File: src/rtl/hazard_unit.sv
`default_nettype none
// ============================================================================
// Module      : hazard_unit
// Description : Scoreboard and hazard/forwarding unit for the in-order core.
//               Sits beside decode and keeps one entry per post-decode stage
//               (index 0 = exe, 1 = mem, ...) in a shift pipeline. From those
//               entries and the decode fields it derives, combinationally:
//                 - hazard_stall : hold fetch/decode and insert a bubble
//                 - fwd_rs1_sel  : 0 = regfile, k = forward from stage k-1
//                 - fwd_rs2_sel  : as above for source 2
//                 - stage_valid  : valid bit per tracked stage
//               and keeps a saturating count of stall cycles (stall_cnt).
//
// Ports       : clk, reset (sync, active-high)
//               dec_valid, dec_kill, cmiss_stall
//               dec_rs1_addr/oen, dec_rs2_addr/oen
//               dec_wb_addr, dec_rf_wen, dec_is_load, dec_is_csr
//               hazard_stall, fwd_rs1_sel, fwd_rs2_sel, stage_valid, stall_cnt
//
// Revision    : 1.0 - initial release
// ============================================================================
module hazard_unit #(
    parameter int STAGES        = 3,
    parameter int ADDR_W        = 5,
    parameter int LOAD_LAT      = 1,
    parameter int FWD_EN        = 1,
    parameter int CSR_SERIALIZE = 1,
    parameter int CNT_W         = 32,
    localparam int SELW         = $clog2(STAGES + 1)
) (
    input  logic              clk,
    input  logic              reset,
    input  logic              dec_valid,
    input  logic              dec_kill,
    input  logic              cmiss_stall,
    input  logic [ADDR_W-1:0] dec_rs1_addr,
    input  logic              dec_rs1_oen,
    input  logic [ADDR_W-1:0] dec_rs2_addr,
    input  logic              dec_rs2_oen,
    input  logic [ADDR_W-1:0] dec_wb_addr,
    input  logic              dec_rf_wen,
    input  logic              dec_is_load,
    input  logic              dec_is_csr,
    output logic              hazard_stall,
    output logic [SELW-1:0]   fwd_rs1_sel,
    output logic [SELW-1:0]   fwd_rs2_sel,
    output logic [STAGES-1:0] stage_valid,
    output logic [CNT_W-1:0]  stall_cnt
);

    localparam int c_NSRC = 2;

    // ------------------------------------------------------------------------
    // Per-stage scoreboard entries
    // ------------------------------------------------------------------------
    logic [STAGES-1:0] r_valid;
    logic [ADDR_W-1:0] r_wb_addr [STAGES];
    logic [STAGES-1:0] r_rf_wen;
    logic [STAGES-1:0] r_is_load;
    logic [STAGES-1:0] r_is_csr;
    logic [CNT_W-1:0]  r_stall_cnt;

    // ------------------------------------------------------------------------
    // Source operand views, indexed 0 = rs1, 1 = rs2
    // ------------------------------------------------------------------------
    logic [ADDR_W-1:0] w_src_addr [c_NSRC];
    logic [c_NSRC-1:0] w_src_oen;
    logic [c_NSRC-1:0] w_src_stall;
    logic [SELW-1:0]   w_src_sel  [c_NSRC];

    logic w_csr_stall;
    logic w_accept;

    assign w_src_addr[0] = dec_rs1_addr;
    assign w_src_addr[1] = dec_rs2_addr;
    assign w_src_oen[0]  = dec_rs1_oen;
    assign w_src_oen[1]  = dec_rs2_oen;

    // ------------------------------------------------------------------------
    // RAW detection and forwarding select, one copy per source operand
    // ------------------------------------------------------------------------
    for (genvar gs = 0; gs < c_NSRC; gs++) begin : g_src
        logic [STAGES-1:0] w_match;
        logic              w_hit;
        logic              w_early_load;
        logic [SELW-1:0]   w_idx;

        // x0 is hardwired to zero, so it can never be a real dependency.
        always_comb begin
            w_match = '0;
            for (int i = 0; i < STAGES; i++) begin
                w_match[i] = r_valid[i] & r_rf_wen[i]
                           & (r_wb_addr[i] == w_src_addr[gs])
                           & (w_src_addr[gs] != '0)
                           & w_src_oen[gs];
            end
        end

        // Walk from the oldest stage down so the youngest match (lowest
        // index) is the one left standing. w_early_load flags a load whose
        // data is not yet available for forwarding at that stage.
        always_comb begin
            w_hit        = 1'b0;
            w_early_load = 1'b0;
            w_idx        = '0;
            for (int i = STAGES - 1; i >= 0; i--) begin
                if (w_match[i]) begin
                    w_hit        = 1'b1;
                    w_early_load = r_is_load[i] && (i < LOAD_LAT);
                    w_idx        = SELW'(i);
                end
            end
        end

        if (FWD_EN != 0) begin : g_fwd
            assign w_src_stall[gs] = w_hit & w_early_load;
            assign w_src_sel[gs]   = (w_hit & ~w_early_load) ? (w_idx + SELW'(1))
                                                             : '0;
        end else begin : g_nofwd
            // Without a bypass network every outstanding write must retire
            // before the consumer may read the regfile.
            assign w_src_stall[gs] = |w_match;
            assign w_src_sel[gs]   = '0;
        end
    end

    // ------------------------------------------------------------------------
    // CSR serialisation: nothing issues behind an in-flight CSR op
    // ------------------------------------------------------------------------
    if (CSR_SERIALIZE != 0) begin : g_csr
        assign w_csr_stall = |(r_valid & r_is_csr);
    end else begin : g_nocsr
        assign w_csr_stall = 1'b0;
    end

    // A killed instruction is discarded anyway, so it must never hold decode.
    assign hazard_stall = (|w_src_stall | w_csr_stall) & dec_valid & ~dec_kill;
    assign w_accept     = dec_valid & ~dec_kill & ~hazard_stall;

    assign fwd_rs1_sel = w_src_sel[0];
    assign fwd_rs2_sel = w_src_sel[1];
    assign stage_valid = r_valid;
    assign stall_cnt   = r_stall_cnt;

    // ------------------------------------------------------------------------
    // Shift pipeline and stall counter; everything freezes on cmiss_stall
    // ------------------------------------------------------------------------
    always_ff @(posedge clk) begin
        if (reset) begin
            r_valid     <= '0;
            r_rf_wen    <= '0;
            r_is_load   <= '0;
            r_is_csr    <= '0;
            r_stall_cnt <= '0;
            for (int i = 0; i < STAGES; i++) begin
                r_wb_addr[i] <= '0;
            end
        end else if (!cmiss_stall) begin
            for (int i = 1; i < STAGES; i++) begin
                r_valid[i]   <= r_valid[i-1];
                r_wb_addr[i] <= r_wb_addr[i-1];
                r_rf_wen[i]  <= r_rf_wen[i-1];
                r_is_load[i] <= r_is_load[i-1];
                r_is_csr[i]  <= r_is_csr[i-1];
            end
            // A rejected or absent instruction enters as an all-zero bubble.
            r_valid[0]   <= w_accept;
            r_wb_addr[0] <= w_accept ? dec_wb_addr : '0;
            r_rf_wen[0]  <= w_accept & dec_rf_wen;
            r_is_load[0] <= w_accept & dec_is_load;
            r_is_csr[0]  <= w_accept & dec_is_csr;

            if (hazard_stall && (r_stall_cnt != '1)) begin
                r_stall_cnt <= r_stall_cnt + CNT_W'(1);
            end
        end
    end

endmodule
`default_nettype wire

File: config.mk
export PLATFORM = sky130hd
export DESIGN_NAME = hazard_unit
export DESIGN_NICKNAME = d
export VERILOG_FILES = /design/src/rtl/hazard_unit.sv
export SDC_FILE = /design/constraint.sdc
export NUM_CORES = 1
export LEC_CHECK = 0
export CORE_ASPECT_RATIO = 0.75
export CORE_MARGIN = 2
export CORE_UTILIZATION = 35
export DETAILED_ROUTE_END_ITERATION = 8
export PLACE_DENSITY = 0.6
export SYNTH_ARGS = -nofsm -noshare
export SYNTH_HDL_FRONTEND = slang
export SYNTH_SLANG_ARGS = --single-unit
File: constraint.sdc
create_clock -name clk -period 2.5 [get_ports clk]
set_input_delay 0.5 -clock clk [delete_from_list [all_inputs] [get_ports clk]]
set_output_delay 0.5 -clock clk [all_outputs]
set_load 0.01 [all_outputs]
# Yosys cells after proc, flatten, opt, wreduce, memory -nomap -nowiden
# Memories as Yosys holds them, arrays and structs flattened.
# Index checks and enable logic that the tools add are counted.
[totals] regBits=42 elab_cells=89 mem_count=1 output_inout_bits=40 ramBits=15 inputBits=25
[classes] n_reduce_logical=6 eq_ne=7 bitwise=42 n_mux=25 addsub=3
[memory_table] name="r_wb_addr" words=3 word_bits=5 read_ports=3 rd_clocked_by_memory_dff=0 write_ports=3 line="57" text="logic [ADDR_W-1:0] r_wb_addr [STAGES];"
[ops] operator="adder 32 x 1 -> 32 bit, second input constant" n=1
[ops] operator="AND 1 bit" n=32
[ops] operator="!= test 32 bit, second input constant" n=1
[ops] operator="equality test 5 bit" n=6
[ops] operator="two-way mux 5 bit" n=4
[ops] operator="two-way mux 2 bit" n=8
[ops] operator="two-way mux 1 bit" n=13
[ops] operator="nonzero test 5 bit" n=2
[ops] operator="NOT 1 bit" n=5
[ops] operator="adder 2 x 1 -> 2 bit, second input constant" n=2
[ops] operator="OR 1 bit" n=4
[ops] operator="AND 3 bit" n=1
[ops] operator="OR reduction 3 bit" n=1
[ops] operator="AND reduction 2 bit" n=1
[ops] operator="OR reduction 2 bit" n=1
[ops] operator="logical AND 1 bit" n=1

# Logic depth before layout (Yosys ltp)
[depth] depth_word=16 mapped_depth=9 ltp_nobuf=7

# Worst setup path before layout
# OpenSTA, ideal clock, no wires.
[synth_path] kind="in2reg" from="in dec_rs2_addr[1]" to="reg r_stall_cnt[1], in the netlist stall_cnt[1]" required_ns=2.372 path_buffers=2 slack_ns=0.112 arrival_time_ns=2.261 stages=9 setup_ns=0.128 path_cell_list="or4_1 > o21ai_2 > nor4_2 > o21a_2 > o2111ai_4 > buf_4 > buf_4 > mux2i_1 > nor2_1"
[synth_between] elab_chain_cells=14 elab_cells_between_ends=24 cone_classes="eq/ne (3); mux (4); bitwise (13); reduce/logical (4)"
[synth_rtl] element="start: declaration" line="38" text="input logic [ADDR_W-1:0] dec_rs2_addr,"
[synth_rtl] element="equality test 5 bit" line="93" text="& (r_wb_addr[i] == w_src_addr[gs])"
[synth_rtl] element="AND 1 bit" line="93"
[synth_rtl] element="AND 1 bit" line="94" text="& (w_src_addr[gs] != '0)"
[synth_rtl] element="AND 1 bit" line="95" text="& w_src_oen[gs];"
[synth_rtl] element="two-way mux 1 bit (3 in series)" line="107" text="if (w_match[i]) begin"
[synth_rtl] element="AND 1 bit *" line="116" text="assign w_src_stall[gs] = w_hit & w_early_load;"
[synth_rtl] element="OR reduction 2 bit *" line="137" text="assign hazard_stall = (|w_src_stall | w_csr_stall) & dec_valid & ~dec_kill;"
[synth_rtl] element="OR 1 bit *" line="137"
[synth_rtl] element="AND 1 bit * (2 in series)" line="137"
[synth_rtl] element="logical AND 1 bit *" line="173" text="if (hazard_stall && (r_stall_cnt != '1)) begin"
[synth_rtl] element="AND reduction 2 bit (no line) *"
[synth_rtl] element="end signal: assignment" line="174" text="r_stall_cnt <= r_stall_cnt + CNT_W'(1);"
[synth_rtl] element="end: declaration" line="61" text="logic [CNT_W-1:0] r_stall_cnt;"
# Mark *: on every way between the ends. The rest lies on a longest branch, timed or not.
# A chain may end at the register's enable or synchronous reset.

# Worst setup path after layout
[layout_path] from="in dec_rs2_oen" to="out fwd_rs2_sel[0]"
[layout_between] elab_chain_cells=6 elab_cells_between_ends=13 cone_classes="add/sub (1); mux (7); bitwise (5)"
[layout_rtl] element="start: declaration" line="39" text="input logic dec_rs2_oen,"
[layout_rtl] element="branches (longest 5 deep; another with adder 2 x 1 -> 2 bit)"
[layout_rtl] element="two-way mux 2 bit *" line="117" text="assign w_src_sel[gs] = (w_hit & ~w_early_load) ? (w_idx + SELW'(1))"
[layout_rtl] element="end: declaration" line="46" text="output logic [SELW-1:0] fwd_rs2_sel,"
# Mark *: on every way between the ends.

==> results by group <==
Drt
  – Via Count: 2818
  – Vias per Instance: roughly 5.3
  – DRC violations left: 0
  – Routed WL: ~8400 um
  – Routed WL per cell: approximately 16 um
  – DR iter-0 viols: 107
  – ANT nets after route: 0
  – Drt pass-1 iters: 4

Floorplanning
  – Die ar.: 9190 um2
  – I/O pins: 65
  – Row count: 28
  – Initial Util: 0.368
  – Area of the core: 8020 um2
  – Die H: roughly 84 um
  – Die Width: 110 um

Layout
  – Layout cells sized above 1: 0.248
  – Commonest non-fill, non-tap cell in the layout: clkdlybuf4s50_1
  – Antenna cells: 0
  – Fill cell count: between 700 and 800
  – Area Growth Syn to Fin: 50.9%
  – Most frequent cells in the layout: 49 x clkdlybuf4s50_1, 42 x dfxtp_1, 32 x buf_4
  – Layout net count: between 400 and 500

Worst setup path
  – Slowest CP cell: or4_4
  – Largest stage delay, worst path: 0.56 ns
  – CP arrival: roughly 2.2 ns
  – CP Capture Type: output port
  – Crit path cell chain: clkdlybuf4s50_1 > o21ai_4 > or4_4 > nor3b_1 > a21o_1 > buf_2
  – Crit path kind: input port to output port
  – Max FO, Critical Path: 3
  – Worst path required time: 2.00 ns
  – Startpoint types: input port

Timing
  – Fmax: between 300 and 400 MHz
  – Worst setup margin: -0.151 ns
  – Final min period: ~2.7 ns
  – # setup viols final: 4
  – Slew @ Worst Pin: ~0.65 ns
  – Final hold viol count: 0
  – Slew Limit Fails: 0
  – RSZ-0062 raised after global routing: yes
  – Hold slack: 0.498 ns
  – Final period utilization: 1.06
  – Max-Slew Margin vs Limit: 0.568
  – Fin Clk Skew: roughly 0.011 ns

CTS
  – Clock root buffer: clkbuf_8
  – Clock sinks: 57
  – Clk slew on worst S/H paths: about 0.07 ns
  – CTS H-tree depth: 3
  – CTS Hold Bufs: 0
  – CTS tree: done
  – Clock latency on the worst-skew pair: between 0.3 and 0.4 ns
  – Clock Path Buffers: 2
  – Num CTS Buffers: 9

Placed design
  – Post-DP HPWL: approximately 5900 um
  – IO Port Bufs: between 60 and 70
  – Global placement routability congestion: roughly 0.96

Synthesis
  – Synth unique cells: 39
  – Simple-gate area share of the yosys netlist: 0.260
  – Mapped Nets: 345
  – Sequential cell area fraction in the yosys report: 0.438
  – Top_reg_cell synth: dfxtp_1
  – Post-synthesis register bit count: 57
  – Main combinational cell family by area after synthesis: simple AND/OR/NAND/NOR gates
  – Post-synthesis mux area share: 0.0314
  – Post-synthesis async set-or-reset flop share: 0
  – Xor and xnor area share after synthesis: 0.0920
  – Post-synthesis compound-gate area fraction: 0.143
  – Synth Instances: ~320
  – Number of synthesized flops with an enable pin: 15
  – Synthesized cell area: ~3000 um2
  – Post-Synth Adder-Cell Area: 0.00424
  – Synth warnings: 0
  – Mapped Avg Cell Area: between 9 and 10 um2

Power and ir drop
  – Clock power frac: 0.448
  – Net Switching: between 0.4 and 0.5 mW
  – Fraction of power spent switching nets: 0.222
  – PwrDens: around 470 nW/um2
  – Combinational fraction of design power: 0.083
  – Flop pwr share: 0.469
  – Pleak: 1.65 nW
  – Cell Int Power: about 1.6 mW
  – Worst VDD drop: roughly 0.00026 V
  – Total Power: about 2.1 mW

Global route
  – Largest net degree at the start of global routing: 36
  – Initial antenna violation count: 0
  – Gr ovfl total: 0
  – First-pass GRT wire length: ~14000 um
  – GRT Resource Usage Total: 0.192
  – Vias in the first global route: approximately 2700

Worst hold path
  – HP Class: flop to flop

Outcome
  – Failing checks: setup timing
  – Outcome: finished, violations left

Run
  – Max-cap viol count: 0
[area by class of cell]
class                      instances  area [um2]  area share
inverter                           7        26.3     0.00590
clock inverter                     3        43.8     0.00983
sequential                        57        1290       0.290
tap                              105         131      0.0295
timing repair buffer             109        1050       0.235
multi-input combinational        242        1730       0.389
clock buffer                      13         180      0.0405
[worst max-delay path, delay by kind of cell]
kind | cells | cell delay [ns]
buffers and inverters | 2 | 0.65
AND/OR/NAND/NOR | 2 | 0.80
AO/OA/AOI/OAI | 2 | 0.21
[cell usage after synthesis (3+ instances only)]
master | count | area (um2)
o21ai_0 | 23 | 115
edfxtp_1 | 15 | 450
mux2i_1 | 7 | 70.1
and2_1 | 20 | 125
or3_1 | 23 | 144
clkbuf_1 | 9 | 33.8
dfxtp_1 | 42 | 841
o31ai_1 | 5 | 37.5
buf_4 | 3 | 22.5
and4_1 | 5 | 43.8
xor2_1 | 7 | 61.3
xnor2_1 | 24 | 210
a21o_1 | 3 | 22.5
a21oi_1 | 30 | 150
nor2_1 | 16 | 60.1
nand2_1 | 16 | 60.1
or4_1 | 11 | 82.6
nand3_1 | 13 | 65.1
inv_1 | 7 | 26.3
nand4_1 | 12 | 75.1
[power groups by stage]
| stage | registers, mW | clock network (mW) | logic (mW) |
|---|---|---|---|
| 3_3_place_gp | 1.01 | 0 | 0.157 |
| 4_1_cts | 0.986 | 0.971 | 0.172 |
| 2_1_floorplan | 0.998 | 0 | 0.0752 |
| 5_1_grt | 0.987 | 1.01 | 0.190 |
| 6_report | 0.986 | 0.943 | 0.175 |
| 3_5_place_dp | 1.01 | 0 | 0.160 |
[path summary, 6_finish.rpt]
| check | start | to | slack [ns] | cells after the start |
|---|---|---|---|---|
| setup reg to reg | r_wb_addr[0][1] | stall_cnt[30] | -0.01 | 10 |
| setup / recovery | dec_rs2_oen | fwd_rs2_sel[0] | -0.15 | 6 |
| hold reg to reg | stall_cnt[22] | stall_cnt[22] | 0.50 | 2 |
| hold / removal | stall_cnt[22] | stall_cnt[22] | 0.50 | 2 |
[state kept, by name (all words and copies together), names as in the netlist]
| register | count |
|---|---|
| r_is_load | 1 |
| r_is_csr | 3 |
| stage_valid | 3 |
| stall_cnt | 32 |
| r_rf_wen | 3 |
| r_wb_addr | 15 |
[metrics by stage]
step                      worst slack, ns   util  area [um2]  cells  setup TNS [ns]
after floorplan                     0.112      -        2950    319               0
after global placement             -0.676  0.483        3880    503          -23.53
after detailed placement           -0.749  0.483        3880    503          -25.45
after CTS                          -0.138  0.547        4390    533          -0.639
after global routing               -0.185  0.555        4450    536           -2.21
final                              -0.151  0.555        4450    536          -0.375
[logic make-up (layout without fill, tap and decap cells)]
family,Yosys count,count (layout)
adder cells (fa/ha/maj),1,1
buffers and inverters,20,132
XOR/XNOR,31,31
AO/OA/AOI/OAI,70,70
multiplexers,9,9
flip-flops,57,57
AND/OR/NAND/NOR,131,131
[per-layer routing]
layer / GRT usage / share of wire / up-vias
met4: 0.0552 / 0.0076 / 0
met3: 0.0476 / 0.046 / 4
met2: 0.281 / 0.46 / 66
li1: - / - / 1386
met1: 0.276 / 0.48 / 1362
met5: 0 / 0 / -
[timing repair]
| action | CTS | global route |
|---|---|---|
| gates cloned | 4 | 0 |
| pin swaps | 49 | 24 |
| buffers inserted | 10 | 4 |
| gates resized for setup | 86 | 20 |
| setup endpoints to repair | 37 | 37 |
| hold endpoints to repair | 0 | 0 |
Note: power is estimated with default switching activity, not from simulation.
